$ cat config.mk
export PLATFORM = sky130hd
export DESIGN_NAME = multicycle_controller
export DESIGN_NICKNAME = d
export VERILOG_FILES = /design/src/rtl/riscv_mc_pkg.sv /design/src/rtl/mc_alu_ctrl_dec.sv /design/src/rtl/multicycle_controller.sv
export SDC_FILE = /design/constraint.sdc
export NUM_CORES = 1
export LEC_CHECK = 0
export ABC_AREA = 1
export CAP_MARGIN = 10
export CORE_ASPECT_RATIO = 1.2
export CORE_MARGIN = 1.5
export CORE_UTILIZATION = 42
export CTS_CLUSTER_DIAMETER = 150
export DETAILED_ROUTE_END_ITERATION = 12
export PLACE_DENSITY_LB_ADDON = 0.1
export SKIP_CTS_REPAIR_TIMING = 1
export SYNTH_ARGS = -nofsm -noshare
export SYNTH_HDL_FRONTEND = slang
export SYNTH_SLANG_ARGS = --single-unit
$ cat constraint.sdc
create_clock -name clk -period 3 [get_ports clk]
set_input_delay 0.9 -clock clk [delete_from_list [all_inputs] [get_ports clk]]
set_output_delay 0.9 -clock clk [all_outputs]
set_load 0.05 [all_outputs]
$ cat src/rtl/riscv_mc_pkg.sv
// Shared types and encodings for the multicycle RV32I control unit.
// States, opcodes and datapath mux/ALU select encodings.
package riscv_mc_pkg;

  typedef enum logic [3:0] {
    FETCH,
    DECODE,
    MEMADR,
    MEMREAD,
    MEMWB,
    MEMWRITE,
    EXECUTER,
    EXECUTEI,
    ALUWB,
    BRANCH,
    JAL,
    TRAP
  } mc_state_t;

  localparam logic [6:0] OP_LOAD  = 7'b0000011;
  localparam logic [6:0] OP_STORE = 7'b0100011;
  localparam logic [6:0] OP_R     = 7'b0110011;
  localparam logic [6:0] OP_I     = 7'b0010011;
  localparam logic [6:0] OP_BR    = 7'b1100011;
  localparam logic [6:0] OP_JAL   = 7'b1101111;

  localparam logic [2:0] ALU_ADD = 3'b000;
  localparam logic [2:0] ALU_SUB = 3'b001;
  localparam logic [2:0] ALU_AND = 3'b010;
  localparam logic [2:0] ALU_OR  = 3'b011;
  localparam logic [2:0] ALU_SLT = 3'b101;

  localparam logic [1:0] RES_ALUOUT = 2'b00;
  localparam logic [1:0] RES_DATA   = 2'b01;
  localparam logic [1:0] RES_ALURES = 2'b10;

  localparam logic [1:0] SRCA_PC    = 2'b00;
  localparam logic [1:0] SRCA_OLDPC = 2'b01;
  localparam logic [1:0] SRCA_RD1   = 2'b10;

  localparam logic [1:0] SRCB_RD2  = 2'b00;
  localparam logic [1:0] SRCB_IMM  = 2'b01;
  localparam logic [1:0] SRCB_FOUR = 2'b10;

  localparam logic [1:0] IMM_I = 2'b00;
  localparam logic [1:0] IMM_S = 2'b01;
  localparam logic [1:0] IMM_B = 2'b10;
  localparam logic [1:0] IMM_J = 2'b11;

endpackage

$ cat src/rtl/mc_alu_ctrl_dec.sv
// ALU operation decode and branch-condition evaluation.
// Flags unsupported funct3 values for R/I/B-type instructions.
module mc_alu_ctrl_dec
  import riscv_mc_pkg::*;
#(
  parameter bit EXT_BRANCH = 1'b1
) (
  input  logic [6:0] Op,
  input  logic [2:0] funct3,
  input  logic       funct7b5,
  input  logic       Zero,
  input  logic       Negative,
  input  logic       Overflow,
  input  logic       Carry,
  output logic [2:0] ALUControl,
  output logic       taken,
  output logic       funct_illegal
);

  logic is_alu;
  logic is_br;
  logic lt;

  assign is_alu = (Op == OP_R) || (Op == OP_I);
  assign is_br  = (Op == OP_BR);
  assign lt     = Negative ^ Overflow;

  always_comb begin
    ALUControl    = ALU_ADD;
    taken         = 1'b0;
    funct_illegal = 1'b0;
    unique case (1'b1)
      is_alu: begin
        unique case (funct3)
          3'b000: ALUControl = (Op == OP_R && funct7b5)
                             ? ALU_SUB : ALU_ADD;
          3'b010: ALUControl = ALU_SLT;
          3'b110: ALUControl = ALU_OR;
          3'b111: ALUControl = ALU_AND;
          default: funct_illegal = 1'b1;
        endcase
      end
      is_br: begin
        ALUControl = ALU_SUB;
        unique case (funct3)
          3'b000: taken = Zero;
          3'b001: taken = ~Zero;
          3'b100: taken = lt;
          3'b101: taken = ~lt;
          3'b110: taken = ~Carry;
          3'b111: taken = Carry;
          default: funct_illegal = 1'b1;
        endcase
        // BEQ-only build: anything else traps
        if (!EXT_BRANCH && funct3 != 3'b000)
          funct_illegal = 1'b1;
        if (funct_illegal)
          taken = 1'b0;
      end
      default: ;
    endcase
  end

endmodule

$ cat src/rtl/multicycle_controller.sv
// Moore sequencer for the multicycle RV32I datapath.
// Mealy terms only on MemReady (FETCH) and branch flags.
module multicycle_controller
  import riscv_mc_pkg::*;
#(
  parameter bit EXT_BRANCH    = 1'b1,
  parameter bit MEM_HANDSHAKE = 1'b1
) (
  input  logic       clk,
  input  logic       reset_n,
  input  logic [6:0] Op,
  input  logic [2:0] funct3,
  input  logic       funct7b5,
  input  logic       Zero,
  input  logic       Negative,
  input  logic       Overflow,
  input  logic       Carry,
  input  logic       MemReady,
  output logic       PCWrite,
  output logic       AdrSrc,
  output logic       MemWrite,
  output logic       IRWrite,
  output logic [1:0] ResultSrc,
  output logic [1:0] ALUSrcA,
  output logic [1:0] ALUSrcB,
  output logic [1:0] ImmSrc,
  output logic       RegWrite,
  output logic [2:0] ALUControl,
  output logic       Illegal
);

  mc_state_t  state;
  mc_state_t  state_n;
  logic       mem_rdy;
  logic [2:0] dec_alu;
  logic       taken;
  logic       funct_ill;
  logic       pcw;
  logic       mw;
  logic       irw;
  logic       rw;

  assign mem_rdy = MEM_HANDSHAKE ? MemReady : 1'b1;

  mc_alu_ctrl_dec #(
    .EXT_BRANCH(EXT_BRANCH)
  ) u_dec (
    .Op           (Op),
    .funct3       (funct3),
    .funct7b5     (funct7b5),
    .Zero         (Zero),
    .Negative     (Negative),
    .Overflow     (Overflow),
    .Carry        (Carry),
    .ALUControl   (dec_alu),
    .taken        (taken),
    .funct_illegal(funct_ill)
  );

  always_ff @(posedge clk or negedge reset_n) begin
    if (!reset_n) state <= FETCH;
    else          state <= state_n;
  end

  always_comb begin
    state_n    = state;
    pcw        = 1'b0;
    AdrSrc     = 1'b0;
    mw         = 1'b0;
    irw        = 1'b0;
    rw         = 1'b0;
    ResultSrc  = RES_ALUOUT;
    ALUSrcA    = SRCA_PC;
    ALUSrcB    = SRCB_RD2;
    ALUControl = ALU_ADD;
    Illegal    = 1'b0;
    unique case (state)
      FETCH: begin
        ALUSrcB   = SRCB_FOUR;
        ResultSrc = RES_ALURES;
        irw       = mem_rdy;
        pcw       = mem_rdy;
        if (mem_rdy) state_n = DECODE;
      end
      DECODE: begin
        ALUSrcA = SRCA_OLDPC;
        ALUSrcB = SRCB_IMM;
        unique case (1'b1)
          (Op == OP_LOAD),
          (Op == OP_STORE): state_n = MEMADR;
          (Op == OP_R):     state_n = EXECUTER;
          (Op == OP_I):     state_n = EXECUTEI;
          (Op == OP_BR):    state_n = BRANCH;
          (Op == OP_JAL):   state_n = JAL;
          default:          state_n = TRAP;
        endcase
      end
      MEMADR: begin
        ALUSrcA = SRCA_RD1;
        ALUSrcB = SRCB_IMM;
        state_n = (Op == OP_LOAD) ? MEMREAD : MEMWRITE;
      end
      MEMREAD: begin
        AdrSrc = 1'b1;
        if (mem_rdy) state_n = MEMWB;
      end
      MEMWB: begin
        ResultSrc = RES_DATA;
        rw        = 1'b1;
        state_n   = FETCH;
      end
      MEMWRITE: begin
        AdrSrc = 1'b1;
        mw     = 1'b1;
        if (mem_rdy) state_n = FETCH;
      end
      EXECUTER: begin
        ALUSrcA    = SRCA_RD1;
        ALUSrcB    = SRCB_RD2;
        ALUControl = dec_alu;
        state_n    = funct_ill ? TRAP : ALUWB;
      end
      EXECUTEI: begin
        ALUSrcA    = SRCA_RD1;
        ALUSrcB    = SRCB_IMM;
        ALUControl = dec_alu;
        state_n    = funct_ill ? TRAP : ALUWB;
      end
      ALUWB: begin
        rw      = 1'b1;
        state_n = FETCH;
      end
      BRANCH: begin
        ALUSrcA    = SRCA_RD1;
        ALUSrcB    = SRCB_RD2;
        ALUControl = ALU_SUB;
        pcw        = taken;
        state_n    = funct_ill ? TRAP : FETCH;
      end
      JAL: begin
        ALUSrcA = SRCA_OLDPC;
        ALUSrcB = SRCB_FOUR;
        pcw     = 1'b1;
        state_n = ALUWB;
      end
      TRAP: Illegal = 1'b1;
      default: state_n = FETCH;
    endcase
  end

  always_comb begin
    ImmSrc = IMM_I;
    unique case (1'b1)
      (Op == OP_STORE): ImmSrc = IMM_S;
      (Op == OP_BR):    ImmSrc = IMM_B;
      (Op == OP_JAL):   ImmSrc = IMM_J;
      default:          ImmSrc = IMM_I;
    endcase
  end

  // strobes drop the instant reset asserts, before the state clears
  assign PCWrite  = pcw & reset_n;
  assign IRWrite  = irw & reset_n;
  assign RegWrite = rw  & reset_n;
  assign MemWrite = mw  & reset_n;

endmodule

==> results.yml, run 1 <==
pwr:
  p_leak_nw: 0.785
  powerDensity_nw_per_um2: 668
  ir_worst_vdd_mv: 0.880
detailed_routing:
  drc: 0
  avgViaCountPerCell: 5.20
  drt-initial-drc-count: 20
  final_antenna_net_count: 0
  detail_route.wl_per_cell_microns: 12.9
  totalWireLength_mm: 2.60
  num_vias: 1050
  dr_wl_met3_microns: 121
  route.top_layer_used: "met4"
  wl_met1_mm: 1.02
  first_pass_iters: 4
  wl_met2_mm: 1.40
synthesis:
  synthTopCellsByCount: "nand2_1, inv_1, nor2_1, inv_2, nand3_1"
  synthCells: 127
  synth.distinct_cells: 27
  synth_seq_cells: 4
  synth_edf_count: 0
  synth_seq_area_share_pct: 14.2
  synthTopCellsByArea: "nand2_1, dfrtp_1, inv_1"
  avgSynthCellArea_sq_um: 5.54
  synth_fp_nets: 145
  synth-async-reset-ratio_pct: 100
  synth_top_area_share_pct: 20.3
  syn-cell-area_sq_um: 703
  synthFlopType: "dfrtp_1"
  synth.most_common_cell: "nand2_1"
  yosys.area.top_type: "nand2_1"
  synth_warnings: 0
critical_path:
  max_stage_delay_ps: 200
  critPathArrivalTime_ps: 2070
  start_kind: "input port"
  critPathKind: "input port to primary output"
  cp_cell_sequence: "dlymetal6s2s_1, inv_1, nand2_2, nor2_4, nand2_2, nor3_2, nand2_1, a21oi_2, buf_12"
  crit_family: "simple AND/OR/NAND/NOR gates"
  cp.required_ps: 2100
  critPathBufInv: 3
  cp_common_cell: "nand2_2"
  path_max_fanout: 3
  worstSetupEndpointType: "primary output"
  slowest_stage: "nor3_2"
final_layout:
  largest_register_ff_count: 4
  postLayoutCoreUtil_pct: 88.0
  n_antenna_cell: 0
  regMostFlops: "state"
  finalNonFillerCells: 202
  syn2layout_area_growth_pct: 101
  fin_nets: 204
  top_regs: "state x4"
  layout-drive-gt1-share_pct: 39.1
global_route:
  antenna_found_initial: 0
  grt_first_pass_wirelength_mm: 3.28
  grt_pass1_vias: 841
  grt_overflow: 0
  grt.total_usage_pct: 24.3
  grt_start_max_net_pins: 8
place:
  dp.cells: 197
  dp_hpwl_mm: 1.96
  dpl_worst_slack_ps: -198
  port_buffers: 34
  place.gp.congestion: 0.883
job:
  cap_viol_max_count: 0
die:
  die_y_microns: 47.8
  coreArea_sq_um: 1600
  die_area_sq_um: 1930
  start_util_pct: 43.9
  die_w_microns: 40.4
  ios: 35
  rows: 16
clocking:
  clk_latency_ps: 250
  cts_tree: "yes"
  clk_pin_slew_worst_paths_ps: 30
  htreeDepth: 1
  clock_path_buffers: 2
  clock-sinks: 4
  cts_root_buf: "clkbuf_4"
  cts_made_buffers: 3
timing:
  drv_slew: 0
  tightest_slew_ps: 499
  maxSlewHeadroom_pct: 66.7
  max_freq_mhz: 337
  period_minus_slack_ps: 2970
  fin_ws_ps: 30.7
  finalSetupViolCount: 0
  worst_clock_skew_ps: 7.63
  hold_viol: 0
  whs_ps: 663
  finalCritPeriodShare_pct: 99.0
min_path:
  min-delay-path-class: "register to register"
outcome:
  status: "finished, final reports clean"
## cells in the final DEF, fill, tap and decap left out
master / n
a211oi_2: 1
a21oi_1: 4
a21oi_2: 1
a21oi_4: 1
a31oi_2: 1
buf_12: 9
buf_4: 22
clkbuf_4: 3
clkdlybuf4s50_1: 9
clkinv_1: 1
dfrtp_1: 4
dlymetal6s2s_1: 14
inv_1: 12
inv_2: 11
nand2_1: 34
nand2_2: 9
nand3_1: 7
nand3b_1: 1
nand4_1: 1
nand4_2: 1
nor2_1: 10
nor2_2: 4
nor2_4: 4
nor3_1: 2
nor3_2: 4
o211ai_1: 2
o21ai_0: 3
o21ai_1: 4
o21ai_2: 1
or2_0: 1
xnor2_1: 1
xor2_1: 2
## path summary, 6_finish.rpt
path / start / to / slack (ps) / depth (start not counted)
setup reg to reg: state[1]$_DFFE_PN0P_ / state[0]$_DFFE_PN0P_ / 1650 / 9
hold / removal: state[0]$_DFFE_PN0P_ / state[0]$_DFFE_PN0P_ / 660 / 2
setup / recovery: Op[3] / PCWrite / 30 / 9
min in group asynchronous: reset_n / state[2]$_DFFE_PN0P_ / 940 / 2
hold reg to reg: state[0]$_DFFE_PN0P_ / state[0]$_DFFE_PN0P_ / 660 / 2
max in group asynchronous: reset_n / state[3]$_DFFE_PN0P_ / 1950 / 2
## final cells by class
cell class	count	area [sq um]
timing repair buffer	54	611
multi-input combinational	99	564
fill	80	191
sequential	4	100
clock buffer	3	22.5
inverter	24	90.1
tap	18	22.5
## power breakdown
group | total [mW] | switching (mW) | internal, mW
registers | 0.116 | 0.0388 | 0.0770
clock network | 0.0697 | 0.0248 | 0.0449
logic | 0.756 | 0.499 | 0.257
total | 0.941 | 0.562 | 0.379
## metrics by stage
| stage | area (sq um) | TNS [ps] | power, mW |
|---|---|---|---|
| 2_1_floorplan | 714 | -284 | 0.618 |
| 3_3_place_gp | 1300 | -663 | 0.844 |
| 3_5_place_dp | 1300 | -863 | 0.859 |
| 4_1_cts | 1320 | -1150 | 0.930 |
| 5_1_grt | 1410 | -45.8 | 0.993 |
| 6_report | 1410 | 0 | 0.941 |
## layer usage
layer	track usage (%)	vias up
met1	28.3	480
met5	0	-
met4	6.00	0
met2	47.6	42
li1	-	520
met3	0	8
## worst reg2reg max path, delay by kind of cell, from the launching register on
kind                   cells  cell delay [ps]
AND/OR/NAND/NOR            7              620
flip-flops                 1              430
buffers and inverters      2              230
## cell families after synthesis
kind of cell              Yosys count  share of synthesized area [%]
xor gates and xnor gates            3                           3.74
DFF                                 4                           14.2
AOI/OAI and AO/OA                  18                           16.7
buffers and inverters              24                           12.8
and+or+nand+nor                    78                           52.5
No activity file was read; power rests on OpenSTA's default activity.
==> run 2: changes to the inputs <==
--- a/config.mk
+++ b/config.mk
@@ -9,8 +9,8 @@
 export CAP_MARGIN = 10
 export CORE_ASPECT_RATIO = 1.2
 export CORE_MARGIN = 1.5
-export CORE_UTILIZATION = 42
-export CTS_CLUSTER_DIAMETER = 150
+export CORE_UTILIZATION = 33
+export CTS_CLUSTER_DIAMETER = 100
 export DETAILED_ROUTE_END_ITERATION = 12
 export PLACE_DENSITY_LB_ADDON = 0.1
 export SKIP_CTS_REPAIR_TIMING = 1
==> run 2 against run 1 <==
  * Combinational power down 2%
  * Non-clock buffer count down 1
  * First-iteration DRC count down 25%
  * Critical path type unchanged
  * Largest cell class unchanged
==> results.yml, run 2 (synthesis results as in run 1) <==
critical_path:
  cp_common_cell: "nand2_2"
  cp.required_ps: 2100
  start_kind: "input port"
  critPathArrivalTime_ps: 2010
  slowest_stage: "nor3_2"
  cp_cell_sequence: "dlymetal6s2s_1, inv_1, nand2_1, nor2_4, nand2_2, nor3_2, nand2_2, a21oi_4, buf_12"
  path_max_fanout: 3
  critPathBufInv: 3
  r2r_slack_ps: 1710
  max_stage_delay_ps: 190
  worstSetupEndpointType: "primary output"
  crit_family: "simple AND/OR/NAND/NOR gates"
  critPathKind: "input port to primary output"
outcome:
  status: "finished, final reports clean"
final_layout:
  largest_register_ff_count: 4
  layout-drive-gt1-share_pct: 38.3
  top_regs: "state x4"
  final_common_cell: "nand2_1"
  fin_nets: 203
  mostFrequentLayoutCells: "nand2_1, buf_4, dlymetal6s2s_1"
  regMostFlops: "state"
  seqCellArea_sq_um: 100
  n_antenna_cell: 0
  multi_input_area_sq_um: 567
  fillers: 181
  fin_area_sq_um: 1410
  syn2layout_area_growth_pct: 99.8
global_route:
  grt_first_pass_wirelength_mm: 3.33
  grt_overflow: 0
  grt_pass1_vias: 848
  antenna_found_initial: 0
  grt.total_usage_pct: 17.9
  grt_start_max_net_pins: 8
timing:
  max_freq_mhz: 344
  maxSlewHeadroom_pct: 66.5
  grt_setup_unrepaired: "false"
  whs_ps: 667
  tightest_slew_ps: 501
  finalSetupViolCount: 0
  worst_clock_skew_ps: 4.63
  finalCritPeriodShare_pct: 97.0
  period_minus_slack_ps: 2910
  hold_viol: 0
  drv_slew: 0
detailed_routing:
  num_vias: 959
  drc: 0
  final_antenna_net_count: 0
  first_pass_iters: 4
  detail_route.wl_per_cell_microns: 9.87
  drt-initial-drc-count: 15
  avgViaCountPerCell: 4.72
  totalWireLength_mm: 2.00
clocking:
  clk_pin_slew_worst_paths_ps: 40
  htreeDepth: 1
  clk_latency_ps: 240
  cts_made_buffers: 3
  cts_tree: "yes"
  clock_path_buffers: 2
  clock-sinks: 4
  cts_root_buf: "clkbuf_4"
die:
  die_area_sq_um: 2420
  start_util_pct: 34.7
  die_w_microns: 45.1
  ios: 35
  die_y_microns: 53.6
  rows: 18
  coreArea_sq_um: 2030
job:
  cap_viol_max_count: 0
pwr:
  p_leak_nw: 0.783
  ir_worst_vdd_mv: 0.526
  powerDensity_nw_per_um2: 657
  finalPower_uw: 923
place:
  placed_cell_area_sq_um: 1310
  place.gp.congestion: 0.829
  dp_hpwl_mm: 1.72
  port_buffers: 34
min_path:
  min-delay-path-class: "register to register"
==> run 2: metal layers <==
layer / GRT usage [%] / wire, microns / up-vias
met5: 0 / 0 / -
met4: 4.41 / 8 / 0
met3: 1.34 / 83 / 2
met2: 31.9 / 1040 / 24
met1: 23.1 / 876 / 414
li1: - / - / 519
==> run 2: final cells by class <==
class / instances / share of cell area, %
clock buffers: 3 / 1.60
inverters: 24 / 6.41
flip-flops and latches: 4 / 7.12
well taps: 20 / 1.78
repair buffers: 53 / 42.7
multi-input cells: 99 / 40.3
==> run 2: worst paths after layout <==
path,to,depth (start not counted),from
setup / recovery,PCWrite,9,Op[3]
hold / removal,state[1]$_DFFE_PN0P_,2,state[1]$_DFFE_PN0P_
setup reg to reg,state[2]$_DFFE_PN0P_,7,state[0]$_DFFE_PN0P_
hold reg to reg,state[1]$_DFFE_PN0P_,2,state[1]$_DFFE_PN0P_
max in group asynchronous,state[3]$_DFFE_PN0P_,2,reset_n
min in group asynchronous,state[0]$_DFFE_PN0P_,2,reset_n
==> run 2: stage by stage <==
step                utilization (%)  worst slack [ps]  TNS [ps]  instances
global placement               64.4              -193      -814        200
finish                         69.3              90.0         0        203
CTS                            65.5              -218      -895        203
detailed placement             64.4              -208      -844        200
floorplan                         -              -142      -284        127
global route                   69.3              8.11         0        203
==> run 2: where the power goes <==
group / leakage (nW) / switching [mW] / internal, mW
clock network: 0.0138 / 0.0233 / 0.0448
logic: 0.718 / 0.482 / 0.255
registers: 0.0511 / 0.0405 / 0.0770
==> run 2: worst reg2reg max path, stage by stage, from the launching register on <==
cell and delay, ps:
dfrtp_1 490, nand2_1 120, clkinv_1 70, nand2_1 120
a21oi_4 190, nor2_2 60, nand2_1 60, o21ai_1 60
